==> src/rtl/pwm_trip_guard.sv <==
// Protection stage for a complementary PWM gate pair: registered pass-through with
// latched trips on filtered external fault or shoot-through, and a timed re-arm.
module pwm_trip_guard #(
  parameter int FILT_W   = 8,
  parameter int MINOFF_W = 8
) (
  input  logic                clk,
  input  logic                reset,
  input  logic                pwm_A,
  input  logic                pwm_B,
  input  logic                logic_A,
  input  logic                logic_B,
  input  logic                safe_A,
  input  logic                safe_B,
  input  logic                fault_in,
  input  logic [FILT_W-1:0]   filt_len,
  input  logic [MINOFF_W-1:0] min_off,
  input  logic                clear,
  output logic                pwmout_A,
  output logic                pwmout_B,
  output logic                trip,
  output logic [1:0]          trip_cause,
  output logic [7:0]          trip_count
);

  typedef enum logic [1:0] {
    ARMED   = 2'd0,
    TRIPPED = 2'd1,
    REARM   = 2'd2
  } state_t;

  localparam logic [FILT_W-1:0]   FILT_ONE = FILT_W'(1);
  localparam logic [MINOFF_W-1:0] OFF_ONE  = MINOFF_W'(1);

  state_t              state_r;
  logic [1:0]          sync_r;
  logic                fault_s;
  logic [FILT_W-1:0]   filt_cnt_r;
  logic [FILT_W-1:0]   filt_lim_s;
  logic [FILT_W-1:0]   filt_nxt_s;
  logic                fault_ok_s;
  logic [MINOFF_W-1:0] off_cnt_r;
  logic [MINOFF_W-1:0] off_lim_s;
  logic                off_done_s;
  logic                shoot_s;

  function automatic logic [7:0] sat_inc8(input logic [7:0] v);
    return (v == 8'hFF) ? 8'hFF : (v + 8'd1);
  endfunction

  assign fault_s    = sync_r[1];
  assign filt_lim_s = (filt_len == '0) ? FILT_ONE : filt_len;
  assign off_lim_s  = (min_off == '0) ? OFF_ONE : min_off;
  assign off_done_s = (off_cnt_r >= off_lim_s);
  assign shoot_s    = (pwm_A == logic_A) && (pwm_B == logic_B);

  // Next filter count saturates at the limit; fault is confirmed when that next count hits it.
  always_comb begin
    filt_nxt_s = filt_cnt_r;
    if (filt_cnt_r >= filt_lim_s) begin
      filt_nxt_s = filt_lim_s;
    end else begin
      filt_nxt_s = filt_cnt_r + FILT_ONE;
    end
    fault_ok_s = fault_s && (filt_nxt_s == filt_lim_s);
  end

  // Fault synchronizer and consecutive-high filter counter.
  always_ff @(posedge clk or posedge reset) begin
    if (reset) begin
      sync_r     <= 2'b00;
      filt_cnt_r <= '0;
    end else begin
      sync_r <= {sync_r[0], fault_in};
      if (!fault_s) begin
        filt_cnt_r <= '0;
      end else begin
        filt_cnt_r <= filt_nxt_s;
      end
    end
  end

  // Trip FSM with registered outputs; the overlapping sample is never forwarded.
  always_ff @(posedge clk or posedge reset) begin
    if (reset) begin
      state_r    <= REARM;
      off_cnt_r  <= '0;
      pwmout_A   <= 1'b0;
      pwmout_B   <= 1'b0;
      trip       <= 1'b0;
      trip_cause <= 2'b00;
      trip_count <= 8'd0;
    end else begin
      case (state_r)
        ARMED: begin
          if (fault_ok_s || shoot_s) begin
            state_r    <= TRIPPED;
            pwmout_A   <= safe_A;
            pwmout_B   <= safe_B;
            trip       <= 1'b1;
            trip_cause <= {shoot_s, fault_ok_s};
            trip_count <= sat_inc8(trip_count);
          end else begin
            pwmout_A <= pwm_A;
            pwmout_B <= pwm_B;
          end
        end
        TRIPPED: begin
          pwmout_A <= safe_A;
          pwmout_B <= safe_B;
          if (clear && !fault_s) begin
            state_r   <= REARM;
            off_cnt_r <= '0;
            trip      <= 1'b0;
          end else begin
            trip <= 1'b1;
          end
        end
        REARM: begin
          pwmout_A <= safe_A;
          pwmout_B <= safe_B;
          if (fault_ok_s) begin
            // Outputs are already safe here, so only the fault can be the cause.
            state_r    <= TRIPPED;
            trip       <= 1'b1;
            trip_cause <= 2'b01;
            trip_count <= sat_inc8(trip_count);
          end else if (off_done_s && !fault_s) begin
            state_r <= ARMED;
          end else if (!off_done_s) begin
            off_cnt_r <= off_cnt_r + OFF_ONE;
          end else begin
            off_cnt_r <= off_cnt_r;
          end
        end
        default: begin
          state_r   <= REARM;
          off_cnt_r <= '0;
          pwmout_A  <= safe_A;
          pwmout_B  <= safe_B;
          trip      <= 1'b0;
        end
      endcase
    end
  end

endmodule

==> config.mk <==
export PLATFORM = sky130hd
export DESIGN_NAME = pwm_trip_guard
export DESIGN_NICKNAME = d
export VERILOG_FILES = /design/src/rtl/pwm_trip_guard.sv
export SDC_FILE = /design/constraint.sdc
export NUM_CORES = 1
export LEC_CHECK = 0
export CELL_PAD_IN_SITES_DETAIL_PLACEMENT = 1
export CELL_PAD_IN_SITES_GLOBAL_PLACEMENT = 2
export CORE_MARGIN = 2
export CORE_UTILIZATION = 35
export CTS_CLUSTER_DIAMETER = 80
export DETAILED_ROUTE_END_ITERATION = 16
export PLACE_DENSITY_LB_ADDON = 0.1
export SYNTH_ARGS = -nofsm -noshare
export SYNTH_HDL_FRONTEND = slang
export SYNTH_SLANG_ARGS = --single-unit
==> constraint.sdc <==
create_clock -name clk -period 6.6 [get_ports clk]
set_input_delay 0.99 -clock clk [delete_from_list [all_inputs] [get_ports clk]]
set_output_delay 0.99 -clock clk [all_outputs]
set_load 0.05 [all_outputs]
# Word level (Yosys, flattened, before mapping)
# Cells that the tools add are included.
[word_totals] in_bits=26 ff_bits=33 wordCells=71 output_inout_bits=13
[classes] n_bitwise=1 n_reduce_logical=14 addsub=3 eq_ne=13 n_lt_le_gt_ge=2 n_mux=29
[ops] cell="$mux 8" count=11
[ops] cell="$add 8x1->8 const B" count=3
[ops] cell="$pmux 8 s3" count=1
[ops] cell="$ge 8x8->1" count=2
[ops] cell="$logic_not 8->1" count=2
[ops] cell="$pmux 8 s2" count=1
[ops] cell="$mux 2" count=6
[ops] cell="$ne 2x2->1 const B" count=6
[ops] cell="$eq 8x8->1" count=1
[ops] cell="$eq 8x8->1 const B" count=1
[ops] cell="$mux 1" count=7
[ops] cell="$pmux 2 s3" count=1
[ops] cell="$reduce_and 3->1" count=2
[ops] cell="$reduce_and 5->1" count=1
[ops] cell="$logic_and 1x1->1" count=4
[ops] cell="$pmux 2 s2" count=1
[ops] cell="$ne 3x3->1 const B" count=1
[ops] cell="$pmux 1 s3" count=1
[ops] cell="$eq 1x1->1" count=2
[ops] cell="$eq 2x1->1 const B" count=1
[ops] cell="$eq 2x2->1 const B" count=1
[ops] cell="$logic_not 2->1" count=1
[ops] cell="$reduce_and 2->1" count=1
[ops] cell="$reduce_bool 2->1" count=1
[ops] cell="3 further kinds" count=3

# Depth between registers and ports, before layout
# Gate-level depths: netlist of the first run.
[depth] word_depth=9 ltp_mapped=12 ltp_nobuf=10

# Worst setup path after synthesis of the first run
# OpenSTA, ideal clock, no wires.
[synth_timing] path_kind="input to register" start="in filt_len[3]" end="reg pwmout_A" cell_stages=11 setup_slack_ps=3008 t_arrival_ps=3467 required_ps=6475 setup_ps=125 path_buffers=1 path_cell_list="nor4_1 a31o_2 ha_1 nand2b_1 a211o_1 a21oi_1 o21ai_1 a32o_1 buf_6 nor4_1 mux2_2"
[synth_between] elab_chain_cells=9
[synth_lines] element="from (decl)" line_no="16" rtl="input logic [FILT_W-1:0] filt_len,"
[synth_lines] element="$logic_not 8->1" line_no="52" rtl="assign filt_lim_s = (filt_len == '0) ? FILT_ONE : filt_len;"
[synth_lines] element="$mux 8 *" line_no="52"
[synth_lines] element="$ge 8x8->1" line_no="60" rtl="if (filt_cnt_r >= filt_lim_s) begin"
[synth_lines] element="$mux 8" line_no="60"
[synth_lines] element="$eq 8x8->1 *" line_no="65" rtl="fault_ok_s = fault_s && (filt_nxt_s == filt_lim_s);"
[synth_lines] element="$logic_and 1x1->1 *" line_no="65"
[synth_lines] element="$logic_or 1x1->1 *" line_no="96" rtl="if (fault_ok_s || shoot_s) begin"
[synth_lines] element="$mux 1 *" line_no="96"
[synth_lines] element="$mux 1 *" line_no="94" rtl="case (state_r)"
[synth_lines] element="to (signal assigned)" line_no="104" rtl="pwmout_A <= pwm_A;"
[synth_lines] element="to (decl)" line_no="19" rtl="output logic pwmout_A,"
# Mark *: on every way between the ends. The rest lies on a longest branch, timed or not.
# A chain may end at the register's enable or synchronous reset.

# Final worst setup path of the first run
[layout_timing] start="in filt_len[6]" end="reg pwmout_B"
[layout_between] elab_chain_cells=9
[layout_lines] element="$logic_not 8->1" line_no="52"
[layout_lines] element="$mux 8 *" line_no="52"
[layout_lines] element="$ge 8x8->1" line_no="60"
[layout_lines] element="$mux 8" line_no="60"
[layout_lines] element="$eq 8x8->1 *" line_no="65"
[layout_lines] element="$logic_and 1x1->1 *" line_no="65"
[layout_lines] element="$logic_or 1x1->1 *" line_no="96"
[layout_lines] element="$mux 1 *" line_no="96"
[layout_lines] element="$mux 1 *" line_no="94"
[layout_lines] element="to (signal assigned)" line_no="105" rtl="pwmout_B <= pwm_B;"
[layout_lines] element="to (decl)" line_no="20" rtl="output logic pwmout_B,"
# Marked as above.

==> results.py, run 1 <==
metrics = {
    "clocking": {
        "cts_root_buf": "clkbuf_8",
        "insertion_delay_ps": 280,
        "post_cts_resized": 0,
        "cts.htree.levels": 2,
        "tritoncts": "yes",
        "number_of_buffers_inserted_during_clock_tree_synthesis": 5,
        "maximum_number_of_buffers_from_clock_root_to_sink": 2,
        "clock_pin_transition_on_the_worst_setup_and_hold_timing_paths_ps": 60,
        "number_of_buffers_inserted_by_post_cts_setup_repair": 0,
        "ctsHoldBuffers": 0,
        "clkSinkCount": 33,
    },
    "critical_path": {
        "terminus_of_the_critical_flop_to_flop_path": "trip_count[1]",
        "timing.critical_path.max_delay_family": "compound AO/OA/AOI/OAI gates",
        "crit_chain": "clkdlybuf4s50_1 -> nor4_1 -> a31o_2 -> ha_1 -> nand2b_1 -> a211o_1 -> a21oi_1 -> o21ai_1 -> a32o_1 -> nor4_1 -> mux2_2",
        "critical_path.most_common_cell": "nor4_1",
        "endpoint_arrival_time_on_the_critical_path_ps": 4520,
        "worst-r2r-cell-count": 8,
        "crit_path_start": "filt_len[6]",
        "setup.reg_to_reg.worst_slack_ps": 3510,
        "crit_path_start_kind": "input port",
        "critical_path_peak_fanout": 19,
        "worstSetupPathType": "input port to register",
        "critical_path_cell_count": 11,
        "worst_setup_path_end_kind": "register",
        "crit_required_ps": 6760,
        "cp_slowest_cell": "clkdlybuf4s50_1",
        "worst-path-buf-inv": 1,
        "worst_path_largest_cell_delay_ps": 500,
        "r2r-start": "filt_cnt_r[0]",
    },
    "logic_synthesis": {
        "seq_area_frac_synth": 0.356,
        "async_flop_share": 1.00,
        "synth_top_area_cell": "dfrtp_1",
        "synth_edf_count": 0,
        "synth.area.top_cells": "dfrtp_1 (34%), ha_1 (10%), nand2_1 (4.4%), inv_1 (3.6%), mux2_2 (3.4%)",
        "ys_warns": 0,
        "synth_fp_nets": 301,
        "synth_area_um2": 2330,
        "yosys.cell_types.count": 49,
        "syn-mean-instance-area_um2": 9.09,
        "synth_ff_type": "dfrtp_1",
        "yosys.area.top_type_share": 0.344,
        "gate_count_of_the_mapped_netlist": 256,
        "synth_seq_cells": 33,
    },
    "global_route": {
        "grt_start_max_net_pins": 34,
        "gr_usage_total": 0.177,
        "grt_pass1_wl_mm": 10.3,
        "grt_antenna_before_repair": 0,
        "first_global_vias": 2122,
        "grt-ovfl-total": 0,
    },
    "detailed_routing": {
        "route.detailed.drc": 0,
        "via_cell_ratio": 5.34,
        "detail_route.wl_per_cell_um": 16.1,
        "routed_wl_mm": 6.00,
        "antenna_left": 0,
        "count_of_routing_violations_after_the_opening_detailed_route_iteration": 34,
        "routed-via-count": 1992,
        "detailedRoute.firstPassIterationCount": 4,
    },
    "timing": {
        "slew-limit-headroom": 0.483,
        "timing.final.hold_violations": 0,
        "timing.fmax_mhz": 230,
        "worst-slew-pin-transition_ps": 769,
        "fin_tns_setup_ps": 0,
        "final_min_period_over_clock_period": 0.660,
        "grt_setup_unrepaired": "no",
        "layout_setup_ws_ps": 2240,
        "timing.final.setup_violations": 0,
        "final_max_slew_viol_count": 0,
        "clock-skew-final_ps": 12.1,
        "final.hold.worst_slack_ps": 359,
        "period_minus_slack_ps": 4360,
    },
    "layout": {
        "syn_to_final_growth_pct": 22.6,
        "n_antenna_cell": 0,
        "num-nets-final": 340,
        "drive_above_1_share": 0.0878,
        "layout.filler_cells": 747,
        "post_layout_utilization_of_the_core": 0.447,
    },
    "placement": {
        "port_buffers": 38,
        "place_ws_ps": 1970,
        "hpwlAfterDp_mm": 4.54,
        "place_congestion": 0.822,
    },
    "power": {
        "total_leakage_power_uw": 0.00129,
        "power_per_cell_area_nw_per_um2": 301,
        "overall_power_of_the_completed_layout_uw": 859,
        "max-vdd-ir-drop_mv": 0.161,
    },
    "flow_run": {
        "drv_cap": 0,
    },
    "floorplanning": {
        "io_pins": 39,
        "start_util": 0.364,
        "placementRows": 29,
        "die_area_um2": 7310,
        "coreArea_um2": 6390,
        "die_w_um": 85.5,
        "fp.dieH_um": 85.5,
    },
    "worst_hold_path": {
        "min_path_cells": 0,
        "holdPathEnd": "sync_r[1]",
        "hold_path_class": "register to register",
        "min_from": "sync_r[0]",
    },
    "outcome": {
        "outcome": "complete, no violations",
    },
}
-- final cells by class --
cell class	count	area [um2]	area share
clock inverter	2	10.0	0.00351
inverter	23	86.3	0.0303
clock buffer	6	72.6	0.0254
tap	77	96.3	0.0338
timing repair buffer	39	388	0.136
sequential	33	827	0.290
multi-input combinational	193	1370	0.481
-- state kept, by name, summed over array words and instances, names as in the netlist --
signal / flops
filt_cnt_r: 8
off_cnt_r: 8
trip_count: 8
state_r: 2
sync_r: 2
trip_cause: 2
pwmout_A: 1
pwmout_B: 1
trip: 1
-- metal layers --
metal,vias to the layer above,part of all wire,GRT usage
met5,-,0,0
met4,0,0.010,0.0476
met3,5,0.036,0.0308
met2,35,0.43,0.274
met1,961,0.52,0.256
li1,991,-,-
-- synth_stat cells (all sizes together) (3+ instances only) --
master	instances
o21ai	15
and2	4
and3	3
xnor2	8
clkbuf	5
mux2	7
inv	22
nand2	27
or2	5
ha	19
nor4	5
o21a	6
nor2	17
nor3	6
nand2b	3
a211oi	6
or4	3
nand3	9
mux2i	6
xor2	5
dfrtp	32
o2111ai	3
a21oi	10
a211o	3
-- cell families (layout without fill, tap and decap cells) --
group,after synthesis,in the layout,share of synthesized area
AOI/OAI and AO/OA,56,56,0.165
xor gates and xnor gates,14,14,0.0586
adders and majority gates,19,19,0.102
buffers and inverters,30,70,0.0549
DFF,33,33,0.356
muxes,13,13,0.0597
and+or+nand+nor,91,91,0.204
-- worst max-delay path by stage --
stage	end	slack, ps
global placement	pwmout_B	2150
CTS	pwmout_B	2270
finish	pwmout_B	2240
floorplan	pwmout_A	3010
global route	pwmout_B	1940
detailed placement	pwmout_A	1970
-- cell usage in the layout (no fill, tap or decap), types with 4 or more instances in the layout --
cell type	count
nor3_1	6
mux2_2	7
and2_1	4
xor2_1	5
inv_1	22
or2_2	5
o21a_1	6
a21oi_1	10
ha_1	19
xnor2_1	8
nor4_1	4
o21ai_0	12
clkbuf_8	5
nand3_1	8
mux2i_1	6
nor2_1	17
nand2_1	27
dfrtp_1	32
clkdlybuf4s50_1	38
a211oi_1	6
-- stage by stage --
stage               cells  cell area, um2
floorplan             256            2330
global placement      365            2770
detailed placement    365            2770
CTS                   373            2850
global route          373            2850
finish                373            2850
-- where the power goes --
part | leakage (uW) | switching [uW] | internal [uW]
sequential | 0.000416 | 71.4 | 256
combinational | 0.000834 | 218 | 165
clock | 0.0000450 | 74.9 | 73.1
total | 0.00129 | 365 | 495
(Power assumes the default switching activity.)
==> inputs of run 2 (changes only) <==
--- a/config.mk
+++ b/config.mk
@@ -8,7 +8,7 @@
 export CELL_PAD_IN_SITES_DETAIL_PLACEMENT = 1
 export CELL_PAD_IN_SITES_GLOBAL_PLACEMENT = 2
 export CORE_MARGIN = 2
-export CORE_UTILIZATION = 35
+export CORE_UTILIZATION = 33
 export CTS_CLUSTER_DIAMETER = 80
 export DETAILED_ROUTE_END_ITERATION = 16
 export PLACE_DENSITY_LB_ADDON = 0.1
==> constraint.sdc (replaced) <==
create_clock -name clk -period 4.3 [get_ports clk]
set_input_delay 0.645 -clock clk [delete_from_list [all_inputs] [get_ports clk]]
set_output_delay 0.645 -clock clk [all_outputs]
set_load 0.05 [all_outputs]
==> run 2 against run 1 <==
Compared with the run above: combinational power grew 53%; cell area grew 1.4%; register-to-register slack lost 2200 ps; flip-flop and latch count is the same; clock skew is essentially flat; setup slack lost 1700 ps; non-clock buffer count grew 2; die area grew 5.8%; hold slack lost 11 ps; global-route usage shrank 1.0 points; sequential share of layout area shrank 0.39 points; critical path type unchanged; critical endpoint is now off_cnt_r[6]; largest power group unchanged; highest routed layer unchanged.
==> results.py, run 2 (synthesized netlist as in run 1, its figures left out) <==
metrics = {
    "outcome": {
        "outcome": "complete, no violations",
    },
    "flow_run": {
        "drv_cap": 0,
    },
    "global_route": {
        "first_global_vias": 2104,
        "grt_pass1_wl_mm": 10.1,
        "grt-ovfl-total": 0,
        "grt_antenna_before_repair": 0,
        "gr_usage_total": 0.167,
        "grt_start_max_net_pins": 34,
    },
    "layout": {
        "largestRegisters": "filt_cnt_r x8, off_cnt_r x8, trip_count x8",
        "syn_to_final_growth_pct": 24.3,
        "n_antenna_cell": 0,
        "drive_above_1_share": 0.0940,
        "most_common_cell_after_layout_fill_and_taps_aside": "clkdlybuf4s50_1",
        "final-seq-area_um2": 827,
        "layout_common_cells": "clkdlybuf4s50_1 (38), dfrtp_1 (32), nand2_1 (27), inv_1 (22), ha_1 (19)",
        "multi_input_area_um2": 1370,
        "final-instance-count-excl-fill": 394,
        "num-nets-final": 342,
        "layout.filler_cells": 801,
    },
    "clocking": {
        "cts_root_buf": "clkbuf_8",
        "cts.htree.levels": 2,
        "clkSinkCount": 33,
        "clock_pin_transition_on_the_worst_setup_and_hold_timing_paths_ps": 80,
        "number_of_buffers_inserted_by_post_cts_setup_repair": 0,
        "maximum_number_of_buffers_from_clock_root_to_sink": 2,
        "post_cts_resized": 0,
        "number_of_buffers_inserted_during_clock_tree_synthesis": 5,
        "insertion_delay_ps": 290,
        "ctsHoldBuffers": 0,
        "tritoncts": "yes",
    },
    "placement": {
        "place.detailed.instances": 386,
        "place_congestion": 0.777,
        "port_buffers": 38,
        "hpwlAfterDp_mm": 4.47,
    },
    "critical_path": {
        "worstSetupPathType": "input port to register",
        "worst_setup_path_end_kind": "register",
        "setup.reg_to_reg.worst_slack_ps": 1340,
        "endpoint_arrival_time_on_the_critical_path_ps": 3930,
        "crit_path_start_kind": "input port",
        "terminus_of_the_critical_flop_to_flop_path": "trip_count[0]",
        "worst-r2r-cell-count": 9,
        "crit_path_start": "filt_len[6]",
        "timing.critical_path.to": "off_cnt_r[6]",
        "crit_required_ps": 4510,
        "critical_path_peak_fanout": 11,
        "r2r-start": "filt_cnt_r[0]",
    },
    "floorplanning": {
        "io_pins": 39,
        "die_area_um2": 7740,
        "coreArea_um2": 6790,
        "fp.dieH_um": 88.0,
        "placementRows": 30,
        "die_w_um": 88.0,
        "start_util": 0.342,
    },
    "detailed_routing": {
        "detailedRoute.firstPassIterationCount": 4,
        "detail_route.wl_per_cell_um": 15.1,
        "routed_wl_mm": 5.95,
        "count_of_routing_violations_after_the_opening_detailed_route_iteration": 82,
        "antenna_left": 0,
        "routed-via-count": 1988,
        "via_cell_ratio": 5.05,
        "route.detailed.drc": 0,
    },
    "timing": {
        "final_min_period_over_clock_period": 0.865,
        "clock-skew-final_ps": 12.1,
        "slew-limit-headroom": 0.490,
        "grt_setup_unrepaired": "no",
        "period_minus_slack_ps": 3720,
        "timing.final.hold_violations": 0,
        "timing.final.setup_violations": 0,
        "final_max_slew_viol_count": 0,
        "worst-slew-pin-transition_ps": 758,
        "fin_tns_setup_ps": 0,
        "timing.fmax_mhz": 269,
    },
    "power": {
        "power_per_cell_area_nw_per_um2": 458,
        "max-vdd-ir-drop_mv": 0.262,
        "total_leakage_power_uw": 0.00131,
    },
    "worst_hold_path": {
        "hold_path_class": "register to register",
    },
}
## run 2: cell count changes in the layout (fill, tap and decap cells not counted), sizes merged
| cell | before | now |
|---|---|---|
| buf | 1 | 3 |
## run 2: power by group
| group | switching, uW | leakage, uW | internal [uW] | total, uW |
|---|---|---|---|---|
| clock | 120 | 0.0000450 | 112 | 232 |
| combinational | 334 | 0.000845 | 255 | 589 |
| sequential | 111 | 0.000416 | 393 | 504 |
## run 2: worst min-delay path by stage
stage | start | end | cells past startpoint
6_report | sync_r[0] | sync_r[1] | 0
5_1_grt | sync_r[0] | sync_r[1] | 0
4_1_cts | sync_r[0] | sync_r[1] | 0
3_5_place_dp | sync_r[0] | sync_r[1] | 0
3_3_place_gp | sync_r[0] | sync_r[1] | 0
2_1_floorplan | sync_r[0] | sync_r[1] | 0
## run 2: layout make-up
type | instances | area share
Clock buffer | 6 | 0.0251
Clock inverter | 2 | 0.00346
Inverter | 23 | 0.0299
Multi-Input combinational cell | 193 | 0.474
Sequential cell | 33 | 0.286
Tap cell | 96 | 0.0416
Timing Repair Buffer | 41 | 0.139
## run 2: critical path, stage by stage
cell	delay [ps]
clkdlybuf4s50_1	490
nor4_1	390
a31o_2	240
ha_1	220
nand2b_1	140
a211o_1	290
a21oi_1	180
o21ai_1	110
a32o_1	350
buf_4	230
or4_1	500
o22ai_1	140
## run 2: routing by layer
metal | vias to the layer above | part of all wire | track usage
li1 | 999 | - | -
met1 | 944 | 0.53 | 0.245
met2 | 37 | 0.42 | 0.251
met3 | 8 | 0.037 | 0.0273
met4 | 0 | 0.013 | 0.0503
met5 | - | 0 | 0
## run 2: metrics by stage
step	cell area (um2)	total power (uW)	util	hold WS (ps)	setup WS, ps
finish	2890	1320	0.425	348	582
floorplan	2330	899	-	331	1050
global placement	2810	1100	0.413	339	378
global route	2890	1430	0.425	356	359
detailed placement	2810	1100	0.413	338	292
CTS	2890	1340	0.425	353	596
==> inputs of run 3 (changes only) <==
--- a/config.mk
+++ b/config.mk
@@ -9,8 +9,9 @@
 export CELL_PAD_IN_SITES_GLOBAL_PLACEMENT = 2
 export CORE_MARGIN = 2
 export CORE_UTILIZATION = 33
-export CTS_CLUSTER_DIAMETER = 80
+export CTS_CLUSTER_DIAMETER = 60
 export DETAILED_ROUTE_END_ITERATION = 16
+export GPL_ROUTABILITY_DRIVEN = 0
 export PLACE_DENSITY_LB_ADDON = 0.1
 export SYNTH_ARGS = -nofsm -noshare
 export SYNTH_HDL_FRONTEND = slang
==> results of run 3 <==
Final layout, timing and power as in run 2 (identical DEF).
